<file path="src/rtl/wave_osc.sv">
// -----------------------------------------------------------------------------
// wave_osc -- parametrised bipolar audio oscillator
//
// Generates one signed sample per enabled clock in one of four shapes:
// square, pulse (programmable duty), sawtooth or triangle. The period is
// programmable in clock cycles. Period, shape and duty are sampled only at
// the start of a period, so mid-period changes never distort a cycle that
// is already running.
//
// Ports
//   clk          in   1      system clock, all state changes on posedge
//   reset        in   1      synchronous active-high reset
//   enable       in   1      1 = advance oscillator, 0 = hold all state
//   sync         in   1      phase restart, counter forced to 0
//   mode         in   2      00 square, 01 pulse, 10 saw, 11 triangle
//   wave_length  in   CNT_W  period in clock cycles (0 and 1 act as 2)
//   duty         in   8      pulse high time = (P*duty)>>8 cycles
//   out          out  OUT_W  signed sample, range -A..+A, A = 1<<AMP_SHIFT
//   period_tick  out  1      one-cycle pulse after each period wrap
//
// Priority on each clock edge: reset, then sync, then enable.
// The sample in out lags the phase counter by one cycle: the edge that sees
// counter == c writes f(c) into out.
// -----------------------------------------------------------------------------
module wave_osc #(
  parameter int OUT_W     = 32,
  parameter int CNT_W     = 32,
  parameter int AMP_SHIFT = 20
) (
  input  logic                    clk,
  input  logic                    reset,
  input  logic                    enable,
  input  logic                    sync,
  input  logic [1:0]              mode,
  input  logic [CNT_W-1:0]        wave_length,
  input  logic [7:0]              duty,
  output logic signed [OUT_W-1:0] out,
  output logic                    period_tick
);

  // Two guard bits above the output width so intermediate sums can exceed
  // +/-A without wrapping before they are saturated.
  localparam int ACC_W = OUT_W + 2;
  // The step divider needs room for 2*A and for any period value.
  localparam int DIV_W = ((CNT_W > ACC_W) ? CNT_W : ACC_W) + 1;

  localparam logic signed [ACC_W-1:0] AMP_POS =
    {{(ACC_W-1){1'b0}}, 1'b1} << AMP_SHIFT;
  localparam logic signed [ACC_W-1:0] AMP_NEG = -AMP_POS;
  localparam logic [DIV_W-1:0] TWO_A =
    {{(DIV_W-1){1'b0}}, 1'b1} << (AMP_SHIFT + 1);
  localparam logic [CNT_W-1:0] MIN_P = CNT_W'(2);

  typedef enum logic [1:0] {
    MODE_SQUARE = 2'b00,
    MODE_PULSE  = 2'b01,
    MODE_SAW    = 2'b10,
    MODE_TRI    = 2'b11
  } mode_e;

  // ---------------------------------------------------------------------------
  // State
  // ---------------------------------------------------------------------------
  logic [CNT_W-1:0]        cnt_q,  cnt_d;    // phase counter, 0..P-1
  logic [CNT_W-1:0]        p_q;              // latched period P
  logic [CNT_W-1:0]        h_q;              // latched pulse high time H
  logic signed [ACC_W-1:0] step_q;           // latched saw step (2A)/P
  mode_e                   mode_q;           // latched waveform shape
  logic signed [ACC_W-1:0] acc_q;            // unsaturated value of f(c-1)
  logic signed [OUT_W-1:0] out_q,  out_d;
  logic                    tick_q, tick_d;

  // ---------------------------------------------------------------------------
  // Values that would be latched at the start of a period
  // ---------------------------------------------------------------------------
  logic [CNT_W-1:0]        p_live;
  logic [CNT_W+7:0]        h_prod;
  logic [CNT_W-1:0]        h_live;
  logic signed [ACC_W-1:0] step_live;
  logic [DIV_W-1:0]        p_ext;

  always_comb begin
    p_live    = (wave_length < MIN_P) ? MIN_P : wave_length;
    h_prod    = {8'd0, p_live} * {{CNT_W{1'b0}}, duty};
    h_live    = CNT_W'(h_prod >> 8);
    p_ext     = {{(DIV_W-CNT_W){1'b0}}, p_live};
    step_live = ACC_W'(TWO_A / p_ext);
  end

  // ---------------------------------------------------------------------------
  // Effective parameters for this edge: at counter 0 the freshly latched
  // values already shape the sample produced on the same edge.
  // ---------------------------------------------------------------------------
  logic                    at_start;
  logic [CNT_W-1:0]        cur_p;
  logic [CNT_W-1:0]        cur_h;
  logic signed [ACC_W-1:0] cur_step;
  mode_e                   cur_mode;
  logic [CNT_W-1:0]        half;
  logic                    last;

  always_comb begin
    at_start = (cnt_q == '0);
    cur_p    = at_start ? p_live            : p_q;
    cur_h    = at_start ? h_live            : h_q;
    cur_step = at_start ? step_live         : step_q;
    cur_mode = at_start ? mode_e'(mode)     : mode_q;
    half     = cur_p >> 1;
    last     = (cnt_q == (cur_p - CNT_W'(1)));
  end

  // ---------------------------------------------------------------------------
  // Waveform generation
  // Saw and triangle are built incrementally from the previous sample held in
  // acc_q, which avoids a counter-by-step multiplier. Both reload -A at the
  // start of a period; the triangle reloads +A at the turning point so that
  // the falling half is exactly +A - (c-half)*2*step.
  // ---------------------------------------------------------------------------
  logic signed [ACC_W-1:0] two_step;
  logic signed [ACC_W-1:0] saw_val;
  logic signed [ACC_W-1:0] tri_val;
  logic signed [ACC_W-1:0] raw_val;
  logic signed [ACC_W-1:0] sat_val;

  always_comb begin
    two_step = cur_step <<< 1;

    if (at_start) begin
      saw_val = AMP_NEG;
    end else begin
      saw_val = acc_q + cur_step;
    end

    if (at_start) begin
      tri_val = AMP_NEG;
    end else if (cnt_q < half) begin
      tri_val = acc_q + two_step;
    end else if (cnt_q == half) begin
      tri_val = AMP_POS;
    end else begin
      tri_val = acc_q - two_step;
    end

    unique case (cur_mode)
      MODE_SQUARE: raw_val = (cnt_q < half)  ? AMP_NEG : AMP_POS;
      MODE_PULSE:  raw_val = (cnt_q < cur_h) ? AMP_POS : AMP_NEG;
      MODE_SAW:    raw_val = saw_val;
      MODE_TRI:    raw_val = tri_val;
      default:     raw_val = AMP_NEG;
    endcase

    // Clamp to the legal amplitude range; the output never wraps.
    if (raw_val > AMP_POS) begin
      sat_val = AMP_POS;
    end else if (raw_val < AMP_NEG) begin
      sat_val = AMP_NEG;
    end else begin
      sat_val = raw_val;
    end

    out_d  = OUT_W'(sat_val);
    tick_d = last;
    cnt_d  = last ? '0 : (cnt_q + CNT_W'(1));
  end

  // ---------------------------------------------------------------------------
  // Registers
  // ---------------------------------------------------------------------------
  always_ff @(posedge clk) begin
    if (reset) begin
      cnt_q  <= '0;
      out_q  <= '0;
      tick_q <= 1'b0;
      p_q    <= MIN_P;
      h_q    <= '0;
      step_q <= '0;
      mode_q <= MODE_SQUARE;
      acc_q  <= '0;
    end else if (sync) begin
      // Phase restart only; the next enabled edge re-latches the parameters.
      cnt_q  <= '0;
      tick_q <= 1'b0;
    end else if (enable) begin
      if (at_start) begin
        p_q    <= p_live;
        h_q    <= h_live;
        step_q <= step_live;
        mode_q <= mode_e'(mode);
      end
      acc_q  <= raw_val;
      out_q  <= out_d;
      tick_q <= tick_d;
      cnt_q  <= cnt_d;
    end else begin
      tick_q <= 1'b0;
    end
  end

  assign out         = out_q;
  assign period_tick = tick_q;

endmodule

</file>
<file path="config.mk">
export PLATFORM = sky130hd
export DESIGN_NAME = wave_osc
export DESIGN_NICKNAME = d
export VERILOG_FILES = /design/src/rtl/wave_osc.sv
export SDC_FILE = /design/constraint.sdc
export NUM_CORES = 2
export LEC_CHECK = 0
export CORE_ASPECT_RATIO = 1.75
export CORE_MARGIN = 10
export CORE_UTILIZATION = 30
export CTS_CLUSTER_DIAMETER = 100
export DETAILED_ROUTE_END_ITERATION = 12
export DONT_BUFFER_PORTS = 1
export SYNTH_ARGS = -nofsm -noshare
export SYNTH_HDL_FRONTEND = slang
export SYNTH_SLANG_ARGS = --single-unit
</file>
<file path="constraint.sdc">
create_clock -name clk -period 136.7 [get_ports clk]
set_input_delay 20.505 -clock clk [delete_from_list [all_inputs] [get_ports clk]]
set_output_delay 20.505 -clock clk [all_outputs]
set_load 0.02 [all_outputs]
</file>
# Word level (Yosys, flattened, before mapping)
# Cells that the tools add are included.
# classes
mux,15
addsub,5
eq_ne,5
n_mul,1
div,1
order_cmp,5
reduce_logical,5
bitwise,2
# ops
op,n
34-bit two-way mux,7
32-bit two-way mux,6
34-bit case mux with 4 select lines,1
34-bit adder,2
32-bit by 8-bit multiplier with 40-bit output,1
"22-bit by 32-bit divider with 35-bit output, first input constant",1
"34-bit by 22-bit > comparator with 1-bit output, second input constant",1
"34-bit by 21-bit less-than comparator with 1-bit output, second input constant",1
34-bit subtractor,1
"32-bit by 1-bit adder with 32-bit output, second input constant",1
32-bit by 31-bit == test with 1-bit output,1
32-bit == test,1
32-bit zero test,1
"32-bit by 2-bit less-than comparator with 1-bit output, second input constant",1
32-bit by 31-bit less-than comparator with 1-bit output,1
32-bit less-than comparator,1
"32-bit by 1-bit subtractor with 32-bit output, second input constant",1
"2-bit == test, second input constant",2
3-bit OR reduction,1
"2-bit by 1-bit == test with 1-bit output, second input constant",1
2-bit zero test,1
2-bit two-way mux,1
1-bit NOT,2
2-bit AND reduction,1
2-bit OR reduction,1
# word_totals
input_bits,46
reg_bits,199
wordCells,47

# Logic depth before layout (Yosys ltp)
# logic_depth
depth_word,12
mapped_depth,432

# Least setup slack after synthesis
# No wires, ideal clock.
# synth_path
path_kind,input port to flip-flop
start,in wave_length[13]
end,"reg out_q[13], in the netlist out[13]"
arrival_time_ps,104604
n_path_buf,67
path_stages,394
path_slack_ps,32036
required_time_ps,136640
path_cell_list,buf_6 nor4_4 and4_1 buf_2 a31oi_2 inv_1 clkbuf_1 buf_1 clkbuf_1 buf_1 clkbuf_1 buf_1 ha_1 and2_1 ha_1 nand2_1 o41ai_1 or2_2 [... 358 more ...] o21ai_0 a31oi_1 a211oi_1 o41ai_1 a21bo_2 o41a_1 xor2_1 a22oi_1 nand4b_1 or4_1 o41ai_1 and3_1 nand4_1 nor4_1 a32o_1 and2_1 clkbuf_1 a22o_1
# synth_via
elab_chain_len,12
elab_cells_between_ends,24
# synth_rtl
element,line,text
start: declaration,35,"input logic [CNT_W-1:0] wave_length,"
32-bit by 2-bit less-than comparator with 1-bit output,83,p_live = (wave_length < MIN_P) ? MIN_P : wave_length;
32-bit two-way mux *,83,
22-bit by 32-bit divider with 35-bit output *,87,step_live = ACC_W'(TWO_A / p_ext);
34-bit two-way mux *,n/a,
net cur_step[0],97,logic signed [ACC_W-1:0] cur_step;
34-bit subtractor,141,tri_val = acc_q - two_step;
34-bit two-way mux,138,end else if (cnt_q == half) begin
34-bit two-way mux,136,end else if (cnt_q < half) begin
34-bit two-way mux,134,if (at_start) begin
34-bit case mux with 4 select lines *,144,unique case (cur_mode)
34-bit by 21-bit less-than comparator with 1-bit output,155,end else if (raw_val < AMP_NEG) begin
32-bit two-way mux,155,
32-bit two-way mux *,153,if (raw_val > AMP_POS) begin
end signal: assignment,191,out_q <= out_d;
end: declaration,70,"logic signed [OUT_W-1:0] out_q, out_d;"
# Mark *: on every way through the listed nets, which the timed path passes. The rest lies on a longest branch.
# A chain may end at the register's enable or synchronous reset.

# Worst setup path in the final report
# layout_path
start,in wave_length[30]
end,"reg out_q[2], in the netlist out[2]"
# The elaborated chain is that of the path after synthesis.

==> metrics.md <==
| Metric | Value |
|---|---|
| Initial antenna violation count | 19 |
| Via count | between 60000 and 70000 |
| CP startpoint | wave_length[30] |
| Area grow syn2layout | 6.396% |
| Die area | 0.2226 mm² |
| Synth area leaders | ha_1 17%, dfxtp_1 6.5%, a21oi_1 6.5% |
| Post-Layout Cell Count | roughly 11000 |
| Startpoint Class | input pin |
| # hold bufs at CTS | 0 |
| Final wirelength | approximately 300 mm |
| Die Y | between 600 and 700 µm |
| Pre-CTS setup slack | ~17000 ps |
| Placed insts | around 11000 |
| Clk_lat worst skew | 510 ps |
| Most frequent CP cell | ha_1 |
| Fillers | 22090 |
| Grt ovf | 0 |
| Total GRT Usage | 25.63% |
| Synth Cell Area | between 0.06 and 0.07 mm² |
| Worst Tran Pin Value | roughly 1500 ps |
| Hold Crit Class | register to register |
| Share of cells above drive strength 1 | under 10% |
| First-pass GRT wire length | ~440 mm |
| Rows | 219 |
| Period utilization | 90.67% |
| Final count of hold timing violations | 0 |
| Core area | just over 0.2 mm² |
| Sequential fraction of the synthesis area | approximately 6.5% |
| Vias in the first global route | between 60000 and 70000 |
| # IOs | between 70 and 80 |
| Syn. warnings | 0 |
| Layout Utilization | between 30% and 40% |
| TritonRoute pass-1 iters | 10 |
| Routed Antenna Nets | 0 |
| Leak | 30.58 nW |
| F_max | slightly above 0.008 GHz |
| Asr flop ratio synth | 0% |
| Flop and latch count out of synthesis | about 200 |
| Mapped Nets | a little under 10000 |
| Reg2reg path depth | 28 |
| Setup tns final | 0 ps |
| Initial Util | approximately 30% |
| CP required | 137140 ps |
| CP Capture Type | register |
| Final Slew Violations | 1 |
| Total power | ~0.37 mW |
| Via density | 6.127 |
| Register clock-pin slew on the reported worst setup and hold paths | about 80 ps |
| Final setup viols | 0 |
| Predominant post-synthesis flop cell | dfxtp_1 |
| Crit path kind | input pin to register |
| Post-synth EDFFs | 0 |
| DRC violation count after routing | 0 |
| Maxcap violations | 1 |
| Post-route setup slack | 12750 ps |
| Yosys top cell area share | 16.52% |
| Area after DPL | 0.06430 mm² |
| DPL Wire Length | 235.5 mm |
| Max clock buf depth | 2 |
| CP max stage delay | ~1200 ps |
| Crit path capture | out[2]$_SDFFE_PP0P_ |
| RSZ-0062 raised after global routing | no |
| Outcome | finished, violations left |
| Nets | 9541 |
| H-tree lvl count | 4 |
| Final Wtd Congestion | ~1.1 |
| CTS buffer count | 17 |
| Yosys top cell by area | ha_1 |
| CTS resizes | 0 |
| Clk root buf | clkbuf_16 |
| Reg-to-reg setup timing slack | about 130000 ps |
| Routed len/inst | around 27 µm |
| Post-CTS Setup Repair Bufs | 0 |
| Reg2reg end | out[2]$_SDFFE_PP0P_ |
| Gate count of the mapped netlist | 8691 |
| CTS tree | yes |
| Launching point of the worst reg2reg path | cnt_q[1]$_SDFFE_PP0P_ |
| Slowest-stage cell, CP | mux2i_1 |
| CTS sink cnt | approximately 200 |
| Die width | 361.0 µm |
| Hold WS | around 460 ps |
| Syn Area/Cell | between 7 and 8 µm² |
| Crit-path max FO | 31 |
| Clk_skew | roughly 20 ps |
| Slew headroom | -0.6777% |
| Critical path data arrival time | 124390 ps |
| Failing checks | max-capacitance violations, max-slew violations |
| Port-buffer cells | 0 |
| P per Cell Area | roughly 5.7 mW/mm² |
| Largest net degree at the start of global routing | roughly 140 |
| Iteration-0 DRC count of the detailed router | 5631 |
| Synth unique cells | about 110 |
| Final critical-path required period | ~120000 ps |
| Finished Cell Area | between 0.06 and 0.07 mm² |
| Peak VDD IR | 0.01032 mV |
==> cell usage in the layout, fill, tap and decap left out, types with 84 or more instances in the layout <==
cell type / instances
a31oi_1: 122
o21bai_1: 88
a21o_1: 299
nand3_1: 202
mux2_2: 105
o21a_1: 168
or3_1: 84
xor2_1: 190
ha_1: 805
o21ai_0: 454
nand4_1: 105
nand2b_1: 111
nor3_1: 215
nor2_1: 984
fa_1: 182
xnor2_1: 365
buf_4: 143
and2_1: 192
inv_1: 465
and3_1: 88
a21oi_1: 787
nand2_1: 848
a211oi_1: 166
dfxtp_1: 199
==> state kept, by name, summed over array words and instances, names as in the netlist <==
| name | count |
|---|---|
| step_q | 34 |
| out | 32 |
| period_tick | 1 |
| cnt_q | 32 |
| acc_q | 34 |
| p_q | 32 |
| h_q | 32 |
| mode_q | 2 |
==> where the power goes <==
part	total [mW]	leakage [nW]	internal, mW	switching (mW)
logic	0.252	28.7	0.0979	0.154
clock network	0.0528	0.284	0.0245	0.0284
registers	0.0647	1.62	0.0618	0.00284
==> critical path, delay by kind of cell <==
family	cells	cell delay (ps)
buf+inv	19	4500
xor+xnor	1	160
fa+ha+maj	34	12630
mux	7	3610
compound gates	177	55690
simple gates	101	26950
==> worst min-delay path by stage <==
| stage | startpoint | to | slack (ps) | cells after the start |
|---|---|---|---|---|
| after floorplan | h_q[26]$_SDFFE_PP0P_ | h_q[26]$_SDFFE_PP0P_ | 430 | 2 |
| after global placement | h_q[26]$_SDFFE_PP0P_ | h_q[26]$_SDFFE_PP0P_ | 440 | 2 |
| after detailed placement | h_q[27]$_SDFFE_PP0P_ | h_q[27]$_SDFFE_PP0P_ | 450 | 2 |
| after CTS | h_q[27]$_SDFFE_PP0P_ | h_q[27]$_SDFFE_PP0P_ | 460 | 2 |
| after global routing | step_q[5]$_SDFFE_PP0P_ | step_q[5]$_SDFFE_PP0P_ | 480 | 2 |
| final | h_q[27]$_SDFFE_PP0P_ | h_q[27]$_SDFFE_PP0P_ | 460 | 2 |
==> final cells by class <==
class / instances / area, µm² / area share, %
inverter: 476 / 1787 / 2.752
timing repair buffer: 148 / 1144 / 1.761
clock inverter: 14 / 165.2 / 0.2543
antenna: 7 / 17.52 / 0.02698
multi-input combinational: 7665 / 54090 / 83.30
sequential: 199 / 3984 / 6.135
clock buffer: 18 / 429.2 / 0.6609
tap: 2652 / 3318 / 5.110
==> logic make-up (layout without fill, tap and decap cells) <==
family,after synthesis,count (layout),share of synthesized area [%]
flops,199,199,6.528
fa+ha+maj,988,988,22.49
other cells,1,8,0.006144
compound gates,2758,2758,29.88
simple gates,3189,3189,24.85
mux,174,174,3.092
buf+inv,827,656,5.195
xor+xnor,555,555,7.965
==> synthesized netlist by cell type (199+ instances only) <==
| library cell | n |
|---|---|
| inv_1 | 475 |
| clkbuf_1 | 270 |
| xnor2_1 | 365 |
| nand2_1 | 848 |
| a21o_1 | 299 |
| ha_1 | 806 |
| nor3_1 | 216 |
| nand3_1 | 203 |
| a21oi_1 | 788 |
| dfxtp_1 | 199 |
| nor2_1 | 987 |
| o21ai_0 | 456 |
==> layer usage <==
metal  routed length (µm)  up-vias  GRT usage (%)
met5                   79        -              0
met4                35230       12          24.82
met3                21890     1347          4.992
met2               144300     3258          45.14
met1                99130    32630          24.74
li1                     -    31250              -
No activity file was read; power rests on OpenSTA's default activity.
